### src/rtl/rv_cpu.sv
// rv_cpu: single-cycle RV32I-subset core. One instruction is fetched from a
// combinational ROM and fully executed per clock. The register file and PC
// update on the rising edge, and a store is committed to the external RAM on
// that same edge.
// Build option: define CPU_MUL_EN to execute MUL (low 32 bits of rs1*rs2).
// Without it, that encoding behaves as a NOP.
module rv_cpu #(
   parameter logic [31:0] RESET_PC = 32'h0000_0000
) (
   input  logic        clk,
   input  logic        reset,
   input  logic [31:0] instr,
   input  logic [31:0] readData,
   output logic [31:0] result,
   output logic [31:0] instrAddr,
   output logic [31:0] dataAddr,
   output logic [31:0] writeData,
   output logic        we
);

   localparam logic [6:0] OP_LUI    = 7'b0110111;
   localparam logic [6:0] OP_AUIPC  = 7'b0010111;
   localparam logic [6:0] OP_JAL    = 7'b1101111;
   localparam logic [6:0] OP_JALR   = 7'b1100111;
   localparam logic [6:0] OP_BRANCH = 7'b1100011;
   localparam logic [6:0] OP_LOAD   = 7'b0000011;
   localparam logic [6:0] OP_STORE  = 7'b0100011;
   localparam logic [6:0] OP_IMM    = 7'b0010011;
   localparam logic [6:0] OP_REG    = 7'b0110011;

   logic [31:0] pc_q, pc_d;
   logic [31:0] rf_q [32];

   logic [6:0]  opcode, funct7;
   logic [4:0]  rd, rs1, rs2;
   logic [2:0]  funct3;
   logic [31:0] imm_i, imm_s, imm_b, imm_u, imm_j;
   logic [31:0] rs1_v, rs2_v, pc_plus4, mem_addr, wb_data;
   logic [31:0] alu_res;
   logic        rd_wen, wb_from_mem, st_en, br_take;

   assign opcode = instr[6:0];
   assign rd     = instr[11:7];
   assign funct3 = instr[14:12];
   assign rs1    = instr[19:15];
   assign rs2    = instr[24:20];
   assign funct7 = instr[31:25];

   assign imm_i = {{20{instr[31]}}, instr[31:20]};
   assign imm_s = {{20{instr[31]}}, instr[31:25], instr[11:7]};
   assign imm_b = {{19{instr[31]}}, instr[31], instr[7], instr[30:25], instr[11:8], 1'b0};
   assign imm_u = {instr[31:12], 12'b0};
   assign imm_j = {{11{instr[31]}}, instr[31], instr[19:12], instr[20], instr[30:21], 1'b0};

   // x0 is hard-wired to zero; same-cycle writes are not forwarded (old value read)
   assign rs1_v = (rs1 == 5'd0) ? 32'd0 : rf_q[rs1];
   assign rs2_v = (rs2 == 5'd0) ? 32'd0 : rf_q[rs2];

   assign pc_plus4 = pc_q + 32'd4;
   // Shared adder: load/store address, and also the JALR target (I-immediate)
   assign mem_addr = rs1_v + ((opcode == OP_STORE) ? imm_s : imm_i);
   assign wb_data  = wb_from_mem ? readData : alu_res;

   assign instrAddr = pc_q;
   assign dataAddr  = mem_addr;
   assign writeData = rs2_v;
   assign result    = alu_res;
   assign we        = st_en & ~reset;

   // Decode and execute: ALU result, write-back control, store enable, next PC
   always_comb begin
      alu_res     = 32'd0;
      rd_wen      = 1'b0;
      wb_from_mem = 1'b0;
      st_en       = 1'b0;
      br_take     = 1'b0;
      pc_d        = pc_plus4;
      case (opcode)
         OP_LUI: begin
            alu_res = imm_u;
            rd_wen  = 1'b1;
         end
         OP_AUIPC: begin
            alu_res = pc_q + imm_u;
            rd_wen  = 1'b1;
         end
         OP_JAL: begin
            alu_res = pc_plus4;
            rd_wen  = 1'b1;
            pc_d    = pc_q + imm_j;
         end
         OP_JALR: begin
            if (funct3 == 3'b000) begin
               alu_res = pc_plus4;
               rd_wen  = 1'b1;
               pc_d    = {mem_addr[31:1], 1'b0};
            end
         end
         OP_BRANCH: begin
            case (funct3)
               3'b000:  br_take = (rs1_v == rs2_v);
               3'b001:  br_take = (rs1_v != rs2_v);
               3'b100:  br_take = ($signed(rs1_v) <  $signed(rs2_v));
               3'b101:  br_take = ($signed(rs1_v) >= $signed(rs2_v));
               3'b110:  br_take = (rs1_v <  rs2_v);
               3'b111:  br_take = (rs1_v >= rs2_v);
               default: br_take = 1'b0;
            endcase
            alu_res = {31'd0, br_take};
            if (br_take) pc_d = pc_q + imm_b;
         end
         OP_LOAD: begin
            if (funct3 == 3'b010) begin
               alu_res     = mem_addr;
               rd_wen      = 1'b1;
               wb_from_mem = 1'b1;
            end
         end
         OP_STORE: begin
            if (funct3 == 3'b010) begin
               alu_res = mem_addr;
               st_en   = 1'b1;
            end
         end
         OP_IMM: begin
            rd_wen = 1'b1;
            case (funct3)
               3'b000: alu_res = rs1_v + imm_i;
               3'b010: alu_res = {31'd0, $signed(rs1_v) < $signed(imm_i)};
               3'b011: alu_res = {31'd0, rs1_v < imm_i};
               3'b100: alu_res = rs1_v ^ imm_i;
               3'b110: alu_res = rs1_v | imm_i;
               3'b111: alu_res = rs1_v & imm_i;
               3'b001: begin
                  if (funct7 == 7'b0000000) alu_res = rs1_v << rs2;
                  else rd_wen = 1'b0;
               end
               3'b101: begin
                  if (funct7 == 7'b0000000) alu_res = rs1_v >> rs2;
                  else if (funct7 == 7'b0100000) alu_res = $signed(rs1_v) >>> rs2;
                  else rd_wen = 1'b0;
               end
               default: rd_wen = 1'b0;
            endcase
         end
         OP_REG: begin
            rd_wen = 1'b1;
            case (funct7)
               7'b0000000: begin
                  case (funct3)
                     3'b000:  alu_res = rs1_v + rs2_v;
                     3'b001:  alu_res = rs1_v << rs2_v[4:0];
                     3'b010:  alu_res = {31'd0, $signed(rs1_v) < $signed(rs2_v)};
                     3'b011:  alu_res = {31'd0, rs1_v < rs2_v};
                     3'b100:  alu_res = rs1_v ^ rs2_v;
                     3'b101:  alu_res = rs1_v >> rs2_v[4:0];
                     3'b110:  alu_res = rs1_v | rs2_v;
                     default: alu_res = rs1_v & rs2_v;
                  endcase
               end
               7'b0100000: begin
                  if (funct3 == 3'b000) alu_res = rs1_v - rs2_v;
                  else if (funct3 == 3'b101) alu_res = $signed(rs1_v) >>> rs2_v[4:0];
                  else rd_wen = 1'b0;
               end
`ifdef CPU_MUL_EN
               7'b0000001: begin
                  if (funct3 == 3'b000) alu_res = rs1_v * rs2_v;
                  else rd_wen = 1'b0;
               end
`endif
               default: rd_wen = 1'b0;
            endcase
         end
         default: ;
      endcase
   end

   // PC and register-file update; reset clears PC to RESET_PC and all registers
   always_ff @(posedge clk) begin
      if (reset) begin
         pc_q <= RESET_PC;
         for (int i = 0; i < 32; i++) rf_q[i] <= 32'd0;
      end else begin
         pc_q <= pc_d;
         if (rd_wen && (rd != 5'd0)) rf_q[rd] <= wb_data;
      end
   end

endmodule

### config.mk
export PLATFORM = sky130hd
export DESIGN_NAME = rv_cpu
export DESIGN_NICKNAME = d
export VERILOG_FILES = /design/src/rtl/rv_cpu.sv
export SDC_FILE = /design/constraint.sdc
export NUM_CORES = 2
export LEC_CHECK = 0
export ABC_CLOCK_PERIOD_IN_PS = 20500
export CAP_MARGIN = 20
export CORE_MARGIN = 2
export CORE_UTILIZATION = 40
export CTS_CLUSTER_SIZE = 30
export DETAILED_ROUTE_END_ITERATION = 7
export PLACE_DENSITY = 0.56
export SKIP_LAST_GASP = 1
export SLEW_MARGIN = 20
export SYNTH_ARGS = -nofsm -noshare
export SYNTH_HDL_FRONTEND = slang
export SYNTH_SLANG_ARGS = --single-unit
### constraint.sdc
create_clock -name clk -period 20.5 [get_ports clk]
set_clock_uncertainty 0.15 [all_clocks]
set_input_delay 6.15 -clock clk [delete_from_list [all_inputs] [get_ports clk]]
set_output_delay 6.15 -clock clk [all_outputs]
set_load 0.02 [all_outputs]
[Word-level counts from Yosys, hierarchy flattened]
Memory sizes are Yosys's and may differ from the RTL's.
Cells that the tools add are included.
Word-level totals
  bits in registers: 32
  memory bits (writable): 1024
  input port bits: 66
  output and inout port bits: 129
  logic and storage cells: 98
  memories kept: 1
Operators by class
  $add $sub $neg: 8
  magnitude comparators: 6
  eq/ne operators: 19
  shifts and indexed selects: 6
  muxes and demuxes: 40
  bitwise gates (word level): 8
  reduce and logical (&&, ||, !) cells: 9
Memories
  rf_q: depth 32, width 32, rd ports 2, clocked after memory_dff 0, write ports 32, RTL line 32  | logic [31:0] rf_q [32];
Operators with widths (count)
  one-hot mux 32 bit (8 select lines): 2
  2-to-1 mux 32 bit: 13
  one-hot mux 32 bit (7 select lines): 1
  adder 32 bit: 6
  less-than comparator 32 bit: 3
  one-hot mux 32 bit (3 select lines): 1
  bitwise AND 32 bit: 2
  greater-or-equal comparator 32 bit: 2
  bitwise OR 32 bit: 2
  one-hot mux 32 bit (2 select lines): 1
  << shifter 32 x 5 -> 32 bit: 2
  >> shifter 32 x 5 -> 32 bit: 2
  >>> shifter 32 x 5 -> 32 bit: 2
  bitwise XOR 32 bit: 2
  adder 32 x 3 -> 32 bit (second input constant): 1
  equality test 32 bit: 1
  less-than comparator 32 x 12 -> 1 bit: 1
  inequality test 32 bit: 1
  OR reduction 32 bit: 1
  subtractor 32 bit: 1
  equality test 7 x 6 -> 1 bit (second input constant): 4
  equality test 7 bit (second input constant): 3
  2-to-1 mux 1 bit: 16
  equality test 7 x 5 -> 1 bit (second input constant): 2
  other kinds (17): 24

[Logic depth before layout (Yosys ltp)]
  word-level depth: 11
  gate-level depth with buffers: 31
  gate-level depth less buffers: 21

[Worst setup path before layout]
Ideal clock, no wire load.
  kind: input to output
  start point: in instr[21]
  end point: out result[29]
  data arrival time: 12.200 ns
  required time: 14.200 ns
  setup slack: 2.000 ns
  cell stages on the path: 28
  path buffers: 11
  path through: buf_2 > buf_4 > buf_2 > buf_2 > buf_1 > buf_2 > clkbuf_1 > clkbuf_1 > clkbuf_1 > buf_1 > mux4_2 > o221ai_1 > o21a_1 > inv_1 > ha_1 > nor2b_1 > o21ai_0 > a21oi_1 > o31a_1 > nor4b_1 > a21o_1 > o31ai_1 > a21oi_1 > mux2i_1 > a31oi_1 > nor3_2 > buf_2 > inv_2
Between the ends
  elaborated cells between the ends (all ways): 28
  classes of those cells: add/sub: 5; shift: 6; mux: 12; bitwise: 3; reduce/logical: 1; memory: 1
RTL lines
  start: declaration: RTL line 12  | input logic [31:0] instr,
  memory (32 x 32 bit) or zero test 5 bit (tied branches)
  2-to-1 mux 32 bit *: RTL line 57  | assign rs2_v = (rs2 == 5'd0) ? 32'd0 : rf_q[rs2];
  via writeData[17]: RTL line 17  | output logic [31:0] writeData,
  adder 32 bit or subtractor 32 bit (tied branches): RTL line 151, 162
  one-hot mux 32 bit (7 select lines) or 2-to-1 mux 32 bit (tied branches): RTL line 150, 162
  one-hot mux 32 bit (2 select lines) *: RTL line 148  | case (funct7)
  one-hot mux 32 bit (8 select lines) *: RTL line 78  | case (opcode)
  end: declaration: RTL line 14  | output logic [31:0] result,
The timed path passes the listed nets; every way through them passes the cells marked *.

[Worst setup path in the final report]
  start point: in instr[18]
  end point: out result[12]
Between the ends
  word-level cells in the longest chain between the ends: 7
  elaborated cells between the ends (all ways): 29
  classes of those cells: add/sub: 4; shift: 6; mux: 11; bitwise: 6; reduce/logical: 1; memory: 1
RTL lines
  memory (32 x 32 bit) or zero test 5 bit (tied branches)
  2-to-1 mux 32 bit *: RTL line 56  | assign rs1_v = (rs1 == 5'd0) ? 32'd0 : rf_q[rs1];
  parallel branches: the longest is 4 deep, another holds adder 32 bit
  one-hot mux 32 bit (8 select lines) *: RTL line 78
Every way passes the cells marked *.

==> run metrics <==
count of nets after finishing 8319; required time at the endpoint of the critical path 14.20 ns; die outline height 449.7 µm; number of pins with negative max-slew slack in the final report 0; Initial Util 40.24%; outcome completed; worst endpoint data arrival time 14.03 ns; Area Overhead vs Synth 14.02%; site row count 163; maximum VDD drop 0.06776 mV; sequential share of the synthesized area 39.48%; width of the chip 449.7 µm; RePlAce Congestion 1.123; static leakage 0.03222 µW; post-synthesis area per instance 10.21 µm²; number of synthesized flops with an enable pin 1024; startpoint types input port; Routed wire per std cell 42.94 µm; first-pass GRT wire length 620800 µm; global-route usage over all layers 44.27%; antenna violations before repair 26; crit-path max cell delay 1.05 ns; clock latency on the worst-skew pair 0.78 ns; Final period util 99.17%; cell count of the worst hold path 2; vias in the first global route 71367; drt via density 7.057; clock net sink count 1055; Overall Power 6872 µW; path class of the lowest-slack min-delay path register to register; Util after Layout 45.89%; largest fanout on the critical path 13; timing-limited maximum frequency 0.04919 GHz; Port Buffers 193; dpl hpwl 335500 µm; CP dominant cell by count buf_4; CP endpoint kind output pin; post-cts hold buffer count 0; Slew headroom 10.56%; Clock Path Buffers 3; count of different cell masters after synthesis 115; First DRT Iteration DRCs 12321; setup repair after global routing missed its margin false; number of buffers inserted during clock tree synthesis 114; commonest cells after routing, fill and taps aside 1109 x nor2_1, 1024 x edfxtp_1, 566 x buf_4, 494 x mux2i_1, 427 x nand2_1; DRT antenna net count 0; share of layout cells above drive strength 1 18.02%; Post-synth ARST share 0%; Initial DRT Pass Iterations 6; combined area of all synthesized cells 0.07945 mm²; pin count of the biggest net entering global routing 77; number of design rule violations left after detail routing 0; crit path time final 20.33 ns; clock-pin slew of the registers on the worst-case setup and hold paths 0.07 ns; Max H-tree Level 3; leading cell type in the layout, fill and taps excluded nor2_1; number of primary I/O pins 195; category of the most critical setup path input port to output pin; final hold violations 0; cell with the largest stage delay on the worst path xnor2_1; root buffer cell clkbuf_16; standard cell core area 0.1974 mm²; ordered cell list for the critical path clkdlybuf4s50_1 -> buf_4 -> or3_1 -> buf_4 -> o22ai_1 -> nor4_2 -> buf_4 -> nor3_2 -> ha_1 -> buf_4 -> nor4_1 -> buf_4 -> a21oi_1 -> xnor2_1 -> a211oi_1 -> o21ai_0 -> o2111ai_1 -> nand4_1 -> clkdlybuf4s50_1; setup violation total in the final timing report 0; WL final 460900 µm; Die ar. 0.2022 mm²; FF-to-FF path depth 22; post-synthesis sequential element count 1055; synth warn 0; Main synth FF type edfxtp_1; # Max-Cap Violations 0; aggregate global routing overflow 0; TritonCTS clock tree done; slew of the pin with the lowest slew margin 1.328 ns; Syn Inst Count 7778; total number of vias 75743; worst hold slack across all endpoints 0.5881 ns; total power per unit cell area 75.86 mW/mm²
area by class of cell:
class                           count  area [µm²]
Fill cell                       18854      106800
Antenna cell                       12       30.03
Multi-Input combinational cell   5847       44900
Inverter                          193       730.7
Clock buffer                      138        2964
Timing Repair Buffer              778        6673
Tap cell                         2640        3303
Sequential cell                  1055       31370
Clock inverter                     70       611.8
worst paths after layout:
kind	start	end	slack (ns)
min	instrAddr[1]$_SDFFE_PP0P_	instrAddr[1]$_SDFFE_PP0P_	0.59
min reg2reg	instrAddr[1]$_SDFFE_PP0P_	instrAddr[1]$_SDFFE_PP0P_	0.59
max	instr[18]	result[12]	0.17
max reg2reg	rf_q[8][0]$_SDFFCE_PN0P_	rf_q[22][20]$_SDFFCE_PN0P_	12.76
stage by stage:
| stage | setup TNS [ns] | area (µm²) | instances | setup WS (ns) |
|---|---|---|---|---|
| after floorplan | 0 | 79570 | 7810 | 2.000 |
| after global placement | -0.03151 | 86790 | 10507 | -0.03151 |
| after detailed placement | 0 | 86860 | 10509 | 0.09930 |
| after CTS | 0 | 90440 | 10717 | 0.08019 |
| after global routing | 0 | 90560 | 10721 | 0.2076 |
| final | 0 | 90590 | 10733 | 0.1704 |
repair_timing:
item / CTS / global route
resized for setup: 0 / 3
setup endpoints to repair: 0 / 1
setup buffers: 0 / 0
cell usage after synthesis (41+ instances only):
cell	number	share of area, %
a22oi_1	72	0.68
nor2_1	1124	5.3
or3_1	41	0.32
buf_4	44	0.42
inv_1	180	0.85
nand3_1	103	0.65
edfxtp_1	1024	39
o21bai_1	48	0.45
o221ai_1	142	1.6
buf_2	159	1.0
ha_1	257	4.0
mux4_2	364	10
a21o_1	58	0.55
clkbuf_1	405	1.9
xnor2_1	133	1.5
buf_1	65	0.31
nor4_1	53	0.42
nor3_1	384	2.4
a221oi_1	51	0.56
o21a_1	61	0.58
nor2b_1	48	0.38
o22ai_1	105	0.83
o211ai_1	78	0.74
a211oi_1	94	0.89
nand2_1	462	2.2
mux2i_1	505	6.4
nand2b_1	61	0.48
a21oi_1	420	2.6
o21ai_0	296	1.9
a22o_1	75	0.83
o31ai_1	42	0.40
a31oi_1	60	0.47
critical path, delay by kind of cell:
family / cells / cell delay [ns]
and+or+nand+nor: 5 / 2.62
xor gates and xnor gates: 1 / 1.05
buffers and inverters: 7 / 2.34
adders and majority gates: 1 / 0.52
AOI/OAI and AO/OA: 5 / 1.27
state kept, by name, summed over array words and instances (netlist names):
register   flops
rf_q        1024
instrAddr     31
power by group:
group / leakage, µW / internal (µW) / total (µW) / switching (µW)
registers: 0.0108 / 2440 / 2480 / 48.2
clock network: 0.00173 / 1120 / 2030 / 913
logic: 0.0197 / 730 / 2360 / 1630
layer usage:
layer | wire length [µm] | vias up | track usage, %
met1 | 172100 | 38308 | 56.63
met2 | 197500 | 5749 | 65.94
met3 | 50250 | 1311 | 10.25
li1 | - | 30359 | -
met5 | 95 | - | 0
met4 | 40910 | 16 | 31.67
cells by family after synthesis:
kind of cell             Yosys count  share of synthesized area (%)
flip-flops                      1055                          39.48
adder cells (fa/ha/maj)          264                          4.224
multiplexers                     919                          17.43
other                              1                       0.004720
AND/OR/NAND/NOR                 2479                          14.07
XOR/XNOR                         167                          1.841
AO/OA/AOI/OAI                   1985                          17.79
buffers and inverters            908                          5.156
(Power assumes the default switching activity.)
